<file path="config.mk">
export PLATFORM = sky130hd
export DESIGN_NAME = uart_rx_cfg
export DESIGN_NICKNAME = d
export VERILOG_FILES = /design/src/rtl/uart_rx_cfg.sv
export SDC_FILE = /design/constraint.sdc
export NUM_CORES = 1
export LEC_CHECK = 0
export BUFFER_PORTS_ARGS = -buffer_cell sky130_fd_sc_hd__buf_2
export CAP_MARGIN = 20
export CORE_MARGIN = 1
export CORE_UTILIZATION = 61
export CTS_CLUSTER_DIAMETER = 40
export DETAILED_ROUTE_END_ITERATION = 8
export GPL_TIMING_DRIVEN = 0
export PLACE_DENSITY = 0.9
export RECOVER_POWER = 50
export SYNTH_ARGS = -nofsm -noshare
export SYNTH_HDL_FRONTEND = slang
export SYNTH_SLANG_ARGS = --single-unit
</file>
<file path="constraint.sdc">
create_clock -name clk -period 3.7 [get_ports clk]
set_input_delay 0.74 -clock clk [delete_from_list [all_inputs] [get_ports clk]]
set_output_delay 0.74 -clock clk [all_outputs]
set_load 0.01 [all_outputs]
</file>
<file path="src/rtl/uart_rx_cfg.sv">
// uart_rx_cfg: parametrised UART receiver with parity/stop checks, false-start rejection and valid/ready output
module uart_rx_cfg #(
  parameter int CLKS_PER_BIT = 5208,
  parameter int DATA_BITS    = 8,
  parameter int PARITY       = 0,
  parameter int STOP_BITS    = 1
) (
  input  logic                 clk,
  input  logic                 arst,
  input  logic                 rx,
  input  logic                 rx_ready,
  output logic [DATA_BITS-1:0] rx_data,
  output logic                 rx_valid,
  output logic                 parity_err,
  output logic                 frame_err,
  output logic                 overrun,
  output logic                 busy
);
  localparam int CW = $clog2(CLKS_PER_BIT);
  localparam int BW = $clog2(DATA_BITS + 1);
  typedef enum logic [2:0] {IDLE, START, DATA, PAR, STOP, LOAD, HUNT} state_t;
  state_t state, state_n;
  logic [1:0] sync;
  logic rx_s, rx_q, tick, last, perr, ferr;
  logic [CW-1:0] cnt;
  logic [BW-1:0] bcnt;
  logic [DATA_BITS-1:0] shreg;
  assign rx_s = sync[1];
  assign busy = state != IDLE;
  // START waits half a bit to land mid start bit; later states sample a full bit apart
  always_comb begin
    tick = cnt == ((state == START) ? CW'(CLKS_PER_BIT/2 - 1) : CW'(CLKS_PER_BIT - 1));
    last = bcnt == ((state == DATA) ? BW'(DATA_BITS - 1) : BW'(STOP_BITS - 1));
    state_n = state;
    case (state)
      IDLE:    state_n = (rx_q && !rx_s) ? START : IDLE;
      START:   state_n = !tick ? START : rx_s ? IDLE : DATA;
      DATA:    state_n = !(tick && last) ? DATA : (PARITY != 0) ? PAR : STOP;
      PAR:     state_n = tick ? STOP : PAR;
      STOP:    state_n = (tick && last) ? LOAD : STOP;
      LOAD:    state_n = ferr ? HUNT : IDLE;
      HUNT:    state_n = rx_s ? IDLE : HUNT;
      default: state_n = IDLE;
    endcase
  end
  always_ff @(posedge clk or posedge arst) begin
    if (arst) begin
      state      <= IDLE;
      sync       <= 2'b11;
      rx_q       <= 1'b1;
      cnt        <= '0;
      bcnt       <= '0;
      shreg      <= '0;
      perr       <= 1'b0;
      ferr       <= 1'b0;
      rx_data    <= '0;
      rx_valid   <= 1'b0;
      parity_err <= 1'b0;
      frame_err  <= 1'b0;
      overrun    <= 1'b0;
    end else begin
      state <= state_n;
      sync  <= {sync[0], rx};
      rx_q  <= rx_s;
      cnt   <= (tick || state_n != state) ? '0 : cnt + 1'b1;
      bcnt  <= (state_n != state) ? '0 : bcnt + BW'(tick);
      if (state == DATA && tick) shreg <= {rx_s, shreg[DATA_BITS-1:1]};
      if (state == IDLE) begin
        perr <= 1'b0;
        ferr <= 1'b0;
      end
      if (state == PAR && tick) perr <= ^{shreg, rx_s} ^ (PARITY == 1);
      if (state == STOP && tick && !rx_s) ferr <= 1'b1;
      if (state == LOAD) begin
        rx_data    <= shreg;
        parity_err <= perr;
        frame_err  <= ferr;
      end
      rx_valid <= (state == LOAD) || (rx_valid && !rx_ready);
      overrun  <= (state == LOAD && rx_valid && !rx_ready) || (overrun && !(rx_valid && rx_ready));
    end
  end
endmodule

</file>
==> summary.txt, run 1 <==
Global route
  – First-pass GRT wire length: 6.04 mm
  – GR Util met3: about 6.3%
  – Number of global-route vias before repair: roughly 1,400
  – Initial antenna violation count: 0
  – Met2 Resource Use GR: between 30% and 40%
  – GR peak layer: met2
  – GRT Util Overall: roughly 23%
  – Total gr overflow: 0
  – Met1 usage: 29.2%
  – Largest net degree at the start of global routing: 46

Timing
  – Hold_ws: 0.375 ns
  – Worst-margin pin slew: 1.63 ns
  – Worst-case setup margin in the final layout: between 1 and 1.5 ns
  – Final worst path period share: 65.2%
  – Final Setup Violations: 0
  – RSZ-0062 raised after global routing: false
  – Max Fclk: between 400 and 500 MHz
  – Clock Skew: 0.00910 ns
  – Worst slew margin: -9.04%
  – Setup TNS: 0 ns
  – Hold Vio Cnt, Final: 0
  – Max Slew Vio Count: 46
  – Crit path time final: between 2 and 2.5 ns

Pwr
  – Clock power share: between 20% and 30%
  – Flop pwr share: a little under three fifths
  – PwrDens: between 400 and 500 mW/mm²
  – P_leak: 1.20 nW
  – Max VDD drop: 367 µV
  – Total power: 1.02 mW
  – Switching part of the total: between 20% and 30%
  – Psw: 283 µW
  – Gate power share: 14.0%
  – Pint: approximately 740 µW

Die
  – Row Count: 21
  – Initial Util: 64.0%
  – Die X: 61.4 µm
  – Ports: 17
  – Core box area: approximately 0.0034 mm²
  – Die ar.: 0.00377 mm²
  – Die Y: 61.4 µm

Synth
  – Mapped Area: between 0.002 and 0.0025 mm²
  – Top_reg_cell synth: dfrtp_1
  – Sequential area share after synthesis: 52.5%
  – Register bit total from synthesis: 45
  – Synth Net Count: around 200
  – Asr flop ratio synth: 100%
  – Syn avg cell area: 11.4 µm²
  – Synthesized netlist cell count: 188
  – Ys Warns: 0
  – Number of flops mapped to enable cells by yosys: 0
  – Distinct cells, synth: between 40 and 50

Worst setup path
  – Data arrival, critical path: 1.67 ns
  – Startpoint Class: flip-flop
  – Nature of the critical path endpoint: output port
  – Worst path required time: 2.96 ns
  – Crit Path Class: reg2out
  – Worst r2r path cells: 6
  – CP max FO: 10

Route
  – Avg Vias per Cell: roughly 5.6
  – DR iter-0 viols: 73
  – WL/cell: 14.2 µm
  – Total Routed Length: 3.68 mm
  – Post-DRT Antenna Nets: 0
  – First drt pass iteration count: 4
  – Drt drc: 0
  – Via Count: 1,433

Finish
  – Fin area: 0.00237 mm²
  – Area of the multi-input gates: 962 µm²
  – Diode count: 0
  – Layout cell share with drive strength beyond 1: 24.1%
  – Sequential Area: ~0.0011 mm²
  – Area grow syn2layout: 10.1%
  – # fillers: 248
  – Final Core Density: 70.4%
  – Nets@finish: 218
  – Non-Filler Instances: 258

Clock network
  – CTS Buffer Depth: 2
  – Clk_lat worst skew: about 0.36 ns
  – Post-CTS setup buffer count: 0
  – TritonCTS clock tree: done
  – CTS H-Tree Depth: 2
  – Clock-pin slew on the worst setup and hold paths: 0.12 ns
  – Hold buffers post-CTS: 0
  – Clock root buffer: clkbuf_4
  – Clock buffer count from CTS: 5
  – Clock sink count: 45
  – Post-cts sizing count: 0

Placement
  – Post-Place Cell Area: 0.00229 mm²
  – Worst slack at placement: 1.56 ns
  – Number of port buffers: 16
  – Placed cells: 250
  – Hpwl dp: 2.63 mm
  – Global placer's final weighted congestion: 0.789

Run
  – Max cap viols: 1

Outcome
  – Failing checks: max-capacitance violations, max-slew violations
  – Status: complete, but fails checks

Worst hold path
  – Min-Delay Path Class: reg2reg
  – Hold path cells: 0
-- synthesized netlist by cell type, types with 2 or more instances --
cell type | instances | area share [%]
dfrtp_1 | 42 | 49
ha_1 | 3 | 1.7
nor2_1 | 15 | 2.6
o21ai_0 | 6 | 1.4
o31ai_1 | 2 | 0.70
nand3_1 | 10 | 2.3
xnor2_1 | 6 | 2.4
xor2_1 | 11 | 4.5
mux2_4 | 8 | 5.6
nor4_1 | 2 | 0.58
nand3b_1 | 2 | 0.70
nand2_1 | 14 | 2.4
a21oi_1 | 6 | 1.4
inv_1 | 7 | 1.2
mux2_2 | 9 | 4.7
or3_1 | 4 | 1.2
nor2b_1 | 3 | 0.87
buf_2 | 2 | 0.47
nand4_1 | 5 | 1.5
nor3_1 | 3 | 0.70
and3_1 | 2 | 0.58
clkbuf_1 | 3 | 0.52
dfstp_2 | 3 | 3.7
and4bb_1 | 2 | 1.2
-- layer usage --
metal,wire length (µm),vias to the layer above,part of all wire (%)
li1,-,709,-
met1,1690,685,46
met2,1760,32,48
met3,167,7,4.5
met4,59,0,1.6
met5,0,-,0
-- state kept, by name, indices dropped and copies added, names as in the netlist, 2 cells and up --
name,flops
cnt,13
rx_data,8
shreg,8
bcnt,4
state,3
sync,2
-- layout make-up --
cell class / instances / share of cell area, %
sequential: 45 / 47.7
multi-input combinational: 130 / 40.6
timing repair buffer: 16 / 3.38
tap: 46 / 2.43
clock buffer: 6 / 1.74
clock inverter: 2 / 1.64
buffer: 6 / 1.37
inverter: 7 / 1.11
-- path summary, 6_finish.rpt --
kind / slack (ns) / end / start
max in group asynchronous: 1.89 / cnt[9]$_DFF_PP0_ / arst
max reg2reg: 1.55 / shreg[5]$_DFFE_PP0P_ / cnt[0]$_DFF_PP0_
min reg2reg: 0.38 / sync[1]$_DFF_PP1_ / sync[0]$_DFF_PP1_
max: 1.29 / busy / state[2]$_DFF_PP0_
min in group asynchronous: 0.86 / shreg[6]$_DFFE_PP0P_ / arst
min: 0.38 / sync[1]$_DFF_PP1_ / sync[0]$_DFF_PP1_
-- cell families (layout without fill, tap and decap cells) --
logic type / count (synthesis) / after routing / synth area share (%)
buffers and inverters: 13 / 37 / 2.73
xor gates and xnor gates: 18 / 18 / 7.97
muxes: 17 / 17 / 10.3
and+or+nand+nor: 72 / 72 / 19.1
adders and majority gates: 3 / 3 / 1.75
DFF: 45 / 45 / 52.5
AOI/OAI and AO/OA: 20 / 20 / 5.64
-- critical path: stages (launching register included) --
cell and delay, ns:
dfrtp_1 0.39, buf_2 0.17, nor3_1 0.44, inv_1 0.14, buf_2 0.17
-- power groups by stage --
stage,combinational [mW],clock [mW],sequential (mW)
floorplan,0.118,0,0.576
global placement,0.139,0,0.590
detailed placement,0.144,0,0.591
CTS,0.144,0.307,0.582
global route,0.162,0.330,0.588
finish,0.143,0.298,0.581
-- cells in the final DEF (no fill, tap or decap), types with 5 or more instances in the layout --
master and count:
clkbuf_4 5, nand2_1 14, o21ai_0 6, nand4_1 5, dfrtp_1 42, nand3_1 10, nor2_1 15, mux2_4 8
xnor2_1 6, buf_2 18, xor2_1 11, a21oi_1 6, mux2_2 9, inv_1 7
Power figures use the tool's default switching activity.
==> run 2: changes to the inputs <==
Settings changed: CORE_UTILIZATION 61 to 59, PLACE_DENSITY 0.9 to 0.88.
Clock period 3.7 ns to 2.25 ns, I/O delays scaled along.
==> run 2 against run 1 <==
  * The flow still finishes with violations (max-capacitance violations, max-slew violations)
  * Global-route usage decreased by 1.8 points
  * Utilization increased by 0.20 points
  * Combinational power increased by 65%
  * Via count increased by 4.4%
  * Critical path depth increased by 4
  * Clock skew decreased by 0.00055 ns
  * Die area increased by 3.3%
  * Clock power increased by 100%
  * First-iteration DRC count decreased by 49%
  * Worst hold slack got worse by 0.20 ns
  * Cell count increased by 0.78%
  * Setup slack got worse by 1.2 ns
  * Critical endpoint is now bcnt[3]$_DFF_PP0_
  * Largest power group unchanged
==> summary.txt, run 2 (synthesis results as in run 1) <==
Outcome
  – Status: complete, but fails checks
  – Failing checks: max-capacitance violations, max-slew violations

Route
  – DR iter-0 viols: 37 (-49%)
  – Avg Vias per Cell: 5.75 (+3.6%)
  – Drt drc: 0 (unchanged)
  – WL/cell: 14.2 µm (-0.20%)
  – Post-DRT Antenna Nets: 0 (unchanged)
  – Via Count: 1,496 (+4.4%)
  – Total Routed Length: 3.70 mm (+0.57%)
  – First drt pass iteration count: 4 (unchanged)

Clock network
  – CTS Buffer Depth: 2 (unchanged)
  – Clock-pin slew on the worst setup and hold paths: 0.13 ns (about the same)
  – Clock sink count: 45 (unchanged)
  – TritonCTS clock tree: done
  – Clock buffer count from CTS: 5 (unchanged)
  – Clock root buffer: clkbuf_4
  – Clk_lat worst skew: 0.35 ns (about the same)
  – CTS H-Tree Depth: 2 (unchanged)

Timing
  – Clock Skew: 0.00855 ns (-0.000551 ns)
  – Final Setup Violations: 0 (unchanged)
  – Worst-margin pin slew: 1.63 ns (-0.00395 ns)
  – Max Slew Vio Count: 46 (unchanged)
  – Setup TNS: 0 ns (unchanged)
  – Hold Vio Cnt, Final: 0 (unchanged)
  – RSZ-0062 raised after global routing: false
  – Max Fclk: 470 MHz
  – Crit path time final: 2.13 ns
  – Worst slew margin: -8.77% (+0.26 points)
  – Final worst path period share: 94.5%

Worst setup path
  – Worst path required time: 2.52 ns (-0.44 ns)
  – Worst r2r path cells: 8 (+2)
  – RR Startpoint: state[1]$_DFF_PP0_
  – Data arrival, critical path: 2.40 ns (+0.73 ns)
  – Crit path capture: bcnt[3]$_DFF_PP0_
  – Nature of the critical path endpoint: flip-flop
  – Crit Path Class: reg2reg
  – CP max FO: 9 (-1)
  – Startpoint Class: flip-flop
  – Reg2Reg Capture Point: bcnt[3]$_DFF_PP0_
  – Worst setup path start: state[1]$_DFF_PP0_
  – Worst R2R Setup Slack: 0.12 ns (-1.43 ns)

Worst hold path
  – Min-Delay Path Class: in2reg

Die
  – Die X: 62.4 µm (+1.6%)
  – Ports: 17 (unchanged)
  – Initial Util: 63.0% (-0.98 points)
  – Core box area: 0.00342 mm² (+1.6%)
  – Die Y: 62.4 µm (+1.6%)
  – Row Count: 21 (unchanged)
  – Die ar.: 0.00389 mm² (+3.3%)

Global route
  – Largest net degree at the start of global routing: 46 (unchanged)
  – Total gr overflow: 0 (unchanged)
  – First-pass GRT wire length: 6.33 mm (+4.9%)
  – Number of global-route vias before repair: 1,478 (+8.9%)
  – Initial antenna violation count: 0 (unchanged)
  – GRT Util Overall: 21.0% (-1.8 points)

Finish
  – # fillers: 264 (+6.5%)
  – Nets@finish: 220 (+0.92%)
  – Commonest non-fill, non-tap cells in the layout: 42 x dfrtp_1, 16 x buf_2, 15 x nor2_1
  – Layout cell share with drive strength beyond 1: 24.8% (+0.71 points)
  – Largest reg by FF count: cnt
  – Most common cell after layout, fill and taps aside: dfrtp_1
  – Final Core Density: 70.6% (+0.20 points)
  – Max FFs per register: 13 (unchanged)
  – Diode count: 0 (unchanged)
  – Top flop regs: cnt (13), rx_data (8), shreg (8)
  – Area grow syn2layout: 12.2%

Pwr
  – Total power: 1.80 mW (+76%)
  – P_leak: 1.22 nW (+1.5%)
  – Switching part of the total: 26.1% (-1.6 points)
  – Clock power share: 33.7% (+4.5 points)
  – Psw: 469 µW (+66%)
  – Flop pwr share: 53.2% (-3.7 points)
  – Max VDD drop: 585 µV (+60%)
  – Pint: 1.33 mW (+80%)
  – PwrDens: 745 mW/mm² (+73%)
  – Gate power share: 13.1% (-0.9 points)

Placement
  – Number of port buffers: 16 (unchanged)
  – Global placer's final weighted congestion: 0.852 (+8.0%)
  – Hpwl dp: 2.73 mm (+3.7%)

Run
  – Max cap viols: 1 (unchanged)
-- run 2: cell types whose count changed in the layout (fill, tap and decap cells not counted) --
cell,previous run,this run
clkinv_4,1,0
inv_6,0,1
bufinv_16,1,2
buf_4,0,2
clkbuf_1,4,5
nor3_2,0,1
buf_2,18,16
nor3_1,3,2
-- run 2: per-stage QoR --
step | setup WS [ns] | cell area (µm²) | instances | hold WS, ns
2_1_floorplan | 0.319 | 2150 | 188 | 0.345
3_3_place_gp | 0.162 | 2290 | 250 | 0.345
3_5_place_dp | 0.0775 | 2290 | 250 | 0.347
4_1_cts | 0.0456 | 2390 | 258 | 0.158
5_1_grt | 0.00206 | 2410 | 260 | 0.134
6_report | 0.124 | 2410 | 260 | 0.171
-- run 2: final cells by class --
class / instances / area (µm²) / share of cell area (%)
Sequential cell: 45 / 1130 / 46.8
Multi-Input combinational cell: 130 / 967 / 40.1
Timing Repair Buffer: 18 / 92.6 / 3.84
Clock inverter: 3 / 68.8 / 2.85
Tap cell: 46 / 57.6 / 2.39
Clock buffer: 5 / 37.5 / 1.56
Buffer: 6 / 32.5 / 1.35
Inverter: 7 / 26.3 / 1.09
-- run 2: worst max-delay path: stages, from the launching register on --
cell and delay, ns:
dfrtp_1 0.39, clkbuf_1 0.19, or3b_2 0.50, nand4b_1 0.27, nand2_1 0.13, ha_1 0.17, nand3_1 0.10, xor2_1 0.16
nor3_2 0.14
-- run 2: power groups by stage --
stage	Combinational (mW)	Sequential (mW)	Clock, mW
final	0.236	0.956	0.605
after global routing	0.271	0.967	0.656
after CTS	0.240	0.956	0.622
after detailed placement	0.238	0.972	0
after global placement	0.230	0.968	0
after floorplan	0.194	0.948	0
-- run 2: worst min-delay path by stage --
stage,start,end,slack (ns),cells past startpoint
after floorplan,sync[0]$_DFF_PP1_,sync[1]$_DFF_PP1_,0.35,0
after global placement,sync[0]$_DFF_PP1_,sync[1]$_DFF_PP1_,0.35,0
after detailed placement,sync[0]$_DFF_PP1_,sync[1]$_DFF_PP1_,0.35,0
after CTS,rx,sync[0]$_DFF_PP1_,0.16,1
after global routing,rx,sync[0]$_DFF_PP1_,0.13,1
final,rx,sync[0]$_DFF_PP1_,0.17,1
-- run 2: per-layer routing --
| layer | part of all wire [%] | up-vias | track usage [%] | routed length (µm) |
|---|---|---|---|---|
| li1 | - | 719 | - | - |
| met1 | 43 | 735 | 26.6 | 1580 |
| met2 | 52 | 35 | 34.6 | 1910 |
| met3 | 3.8 | 7 | 5.11 | 140 |
| met4 | 1.9 | 0 | 9.01 | 72 |
| met5 | 0 | - | 0 | 0 |
-- run 2: what timing repair did --
item | CTS | global route
gates resized for setup | 0 | 1
hold buffers | 0 | 0
endpoints found under the setup margin | 0 | 2
buffers inserted | 0 | 2
endpoints found under the hold margin | 0 | 0
==> run 3: changes to the inputs <==
Settings changed: CORE_UTILIZATION 59 to 53, PLACE_DENSITY 0.88 to 0.84.
Clock period 2.25 ns to 1.9 ns, I/O delays scaled along.
==> run 3 against run 2 <==
  * The flow now finishes without violations
  * Via count is 2.1% lower
  * Utilization is 4.3 points lower
  * Cell area is 3.7% higher
  * Cell count is 2.3% higher
  * Non-clock buffer count is 4 higher
  * Sequential power is 20% higher
  * Clock skew is 0.0029 ns higher
  * Global-route usage is 1.0 points lower
  * Flip-flop and latch count stayed put
  * Register-to-register slack worse by 0.09 ns
  * Worst hold slack worse by 0.11 ns
  * Largest cell class unchanged
  * Largest power group unchanged
==> summary.txt, run 3 (synthesis results as in run 1) <==
Clock network
  – Clock root buffer: clkbuf_8
  – Clock-pin slew on the worst setup and hold paths: 0.09 ns (-0.04 ns)
  – Clk_lat worst skew: 0.29 ns (-0.06 ns)
  – Hold buffers post-CTS: 0 (unchanged)
  – CTS Buffer Depth: 2 (unchanged)
  – Clock buffer count from CTS: 5 (unchanged)
  – Clock sink count: 45 (unchanged)
  – CTS H-Tree Depth: 2 (unchanged)
  – TritonCTS clock tree: done

Timing
  – Worst-margin pin slew: 0.841 ns (-0.789 ns)
  – Worst slew margin: 43.9% (+53 points)
  – Hold_ws: 0.0619 ns (-0.110 ns)
  – RSZ-0062 raised after global routing: true
  – Worst-case setup margin in the final layout: 0.0379 ns (-0.0859 ns)
  – Final Setup Violations: 0 (unchanged)
  – Final worst path period share: 98.0% (+3.5 points)
  – Max Slew Vio Count: 0 (-100%)
  – Crit path time final: 1.86 ns (-0.264 ns)
  – Setup TNS: 0 ns (unchanged)
  – Hold Vio Cnt, Final: 0 (unchanged)
  – Clock Skew: 0.0114 ns (+0.00290 ns)
  – Max Fclk: 537 MHz (+14%)

Route
  – First drt pass iteration count: 4 (unchanged)
  – Drt drc: 0 (unchanged)
  – WL/cell: 14.4 µm (+1.0%)
  – Avg Vias per Cell: 5.51 (-4.3%)
  – Total Routed Length: 3.82 mm (+3.4%)
  – DR iter-0 viols: 134 (+260%)
  – Post-DRT Antenna Nets: 0 (unchanged)
  – Via Count: 1,465 (-2.1%)

Finish
  – Max FFs per register: 13 (unchanged)
  – Sequential Area: 0.00113 mm² (+0.33%)
  – Most common cell after layout, fill and taps aside: dfrtp_1
  – Fin area: 0.00250 mm² (+3.7%)
  – Nets@finish: 224 (+1.8%)
  – Final Core Density: 66.4% (-4.3 points)
  – Top flop regs: cnt (13), rx_data (8), shreg (8)
  – Layout cell share with drive strength beyond 1: 31.7% (+6.9 points)
  – Largest reg by FF count: cnt
  – Non-Filler Instances: 266 (+2.3%)
  – Area of the multi-input gates: 0.00101 mm² (+4.1%)
  – Commonest non-fill, non-tap cells in the layout: 39 x dfrtp_1, 18 x buf_2, 15 x nor2_1
  – Area grow syn2layout: 16.3%
  – Diode count: 0 (unchanged)
  – # fillers: 292 (+11%)

Worst setup path
  – Data arrival, critical path: 2.04 ns (-0.36 ns)
  – Nature of the critical path endpoint: flip-flop
  – Worst path required time: 2.08 ns (-0.44 ns)
  – Worst setup path start: cnt[0]$_DFF_PP0_
  – RR Startpoint: cnt[0]$_DFF_PP0_
  – Startpoint Class: flip-flop
  – Worst r2r path cells: 5 (-3)
  – Worst R2R Setup Slack: 0.04 ns (-0.09 ns)
  – Crit path capture: shreg[2]$_DFFE_PP0P_
  – Reg2Reg Capture Point: shreg[2]$_DFFE_PP0P_
  – Crit Path Class: reg2reg
  – CP max FO: 8 (-1)

Pwr
  – P_leak: 1.26 nW (+3.3%)
  – PwrDens: 901 mW/mm² (+21%)
  – Max VDD drop: 734 µV (+25%)
  – Total power: 2.25 mW (+25%)

Run
  – Max cap viols: 0 (-1)

Placement
  – Worst slack at placement: -0.230 ns (-0.308 ns)
  – Number of port buffers: 16 (unchanged)
  – Hpwl dp: 2.68 mm (-1.8%)
  – Placed cells: 253 (+1.2%)
  – Post-Place Cell Area: 0.00232 mm² (+1.6%)
  – Global placer's final weighted congestion: 0.814 (-4.5%)

Outcome
  – Status: completed

Global route
  – Number of global-route vias before repair: 1,491 (+0.88%)
  – First-pass GRT wire length: 6.47 mm (+2.2%)
  – GRT Util Overall: 20.0% (-1.0 points)
  – Initial antenna violation count: 0 (unchanged)
  – Total gr overflow: 0 (unchanged)
  – Largest net degree at the start of global routing: 35 (-24%)

Die
  – Core box area: 0.00377 mm² (+10%)
  – Row Count: 22 (+4.8%)
  – Die Y: 65.7 µm (+5.3%)
  – Ports: 17 (unchanged)
  – Initial Util: 57.0% (-5.9 points)
  – Die X: 65.7 µm (+5.3%)
  – Die ar.: 0.00432 mm² (+11%)

Worst hold path
  – Min-Delay Path Class: in2async
## run 3: cell count changes in the layout (fill, tap and decap cells not counted), sizes merged
cell,change
clkbuf,-1
bufinv,-1
buf,+7
inv,-1
## run 3: power breakdown
group          leakage (nW)  switching [mW]  internal [mW]  total, mW
registers             0.598           0.111           1.04       1.15
logic                 0.601           0.180          0.185      0.365
clock network        0.0585           0.312          0.429      0.741
total                  1.26           0.602           1.65       2.25
## run 3: what timing repair did
action                                 CTS  global route
endpoints found under the hold margin    0             0
resized for setup                        2             7
setup buffers                            6             2
setup endpoints to repair               19            30
pin swaps                                2             2
## run 3: layout make-up
| cell class | instances | area share, % |
|---|---|---|
| plain buffers | 3 | 0.550 |
| clock inverters | 1 | 1.20 |
| multi-input cells | 130 | 40.3 |
| well taps | 48 | 2.40 |
| inverters | 7 | 1.05 |
| clock buffers | 7 | 3.45 |
| flip-flops and latches | 45 | 45.3 |
| repair buffers | 25 | 5.80 |
## run 3: critical path, cell delays in order, from the launching register on
cell      delay (ns)
dfrtp_1         0.40
ha_4            0.16
and4bb_1        0.24
nand3_2         0.09
or4_4           0.53
mux2_4          0.33
## run 3: worst min-delay path by stage
| stage | to | depth (start not counted) | from | slack (ns) |
|---|---|---|---|---|
| after detailed placement | rx_data[1]$_DFFE_PP0N_ | 2 | arst | 0.33 |
| after floorplan | sync[1]$_DFF_PP1_ | 0 | sync[0]$_DFF_PP1_ | 0.35 |
| after CTS | rx_data[1]$_DFFE_PP0N_ | 2 | arst | 0.01 |
| after global routing | rx_data[1]$_DFFE_PP0N_ | 2 | arst | 0.1 |
| final | rx_valid$_DFF_PP0_ | 2 | arst | 0.06 |
| after global placement | sync[1]$_DFF_PP1_ | 0 | sync[0]$_DFF_PP1_ | 0.35 |
## run 3: routing by layer
metal / part of all wire [%] / global-route usage [%] / vias up
li1: - / - / 719
met1: 46 / 23.8 / 719
met2: 50 / 34.6 / 25
met3: 3.5 / 5.21 / 2
met4: 0.44 / 6.79 / 0
met5: 0 / 0 / -
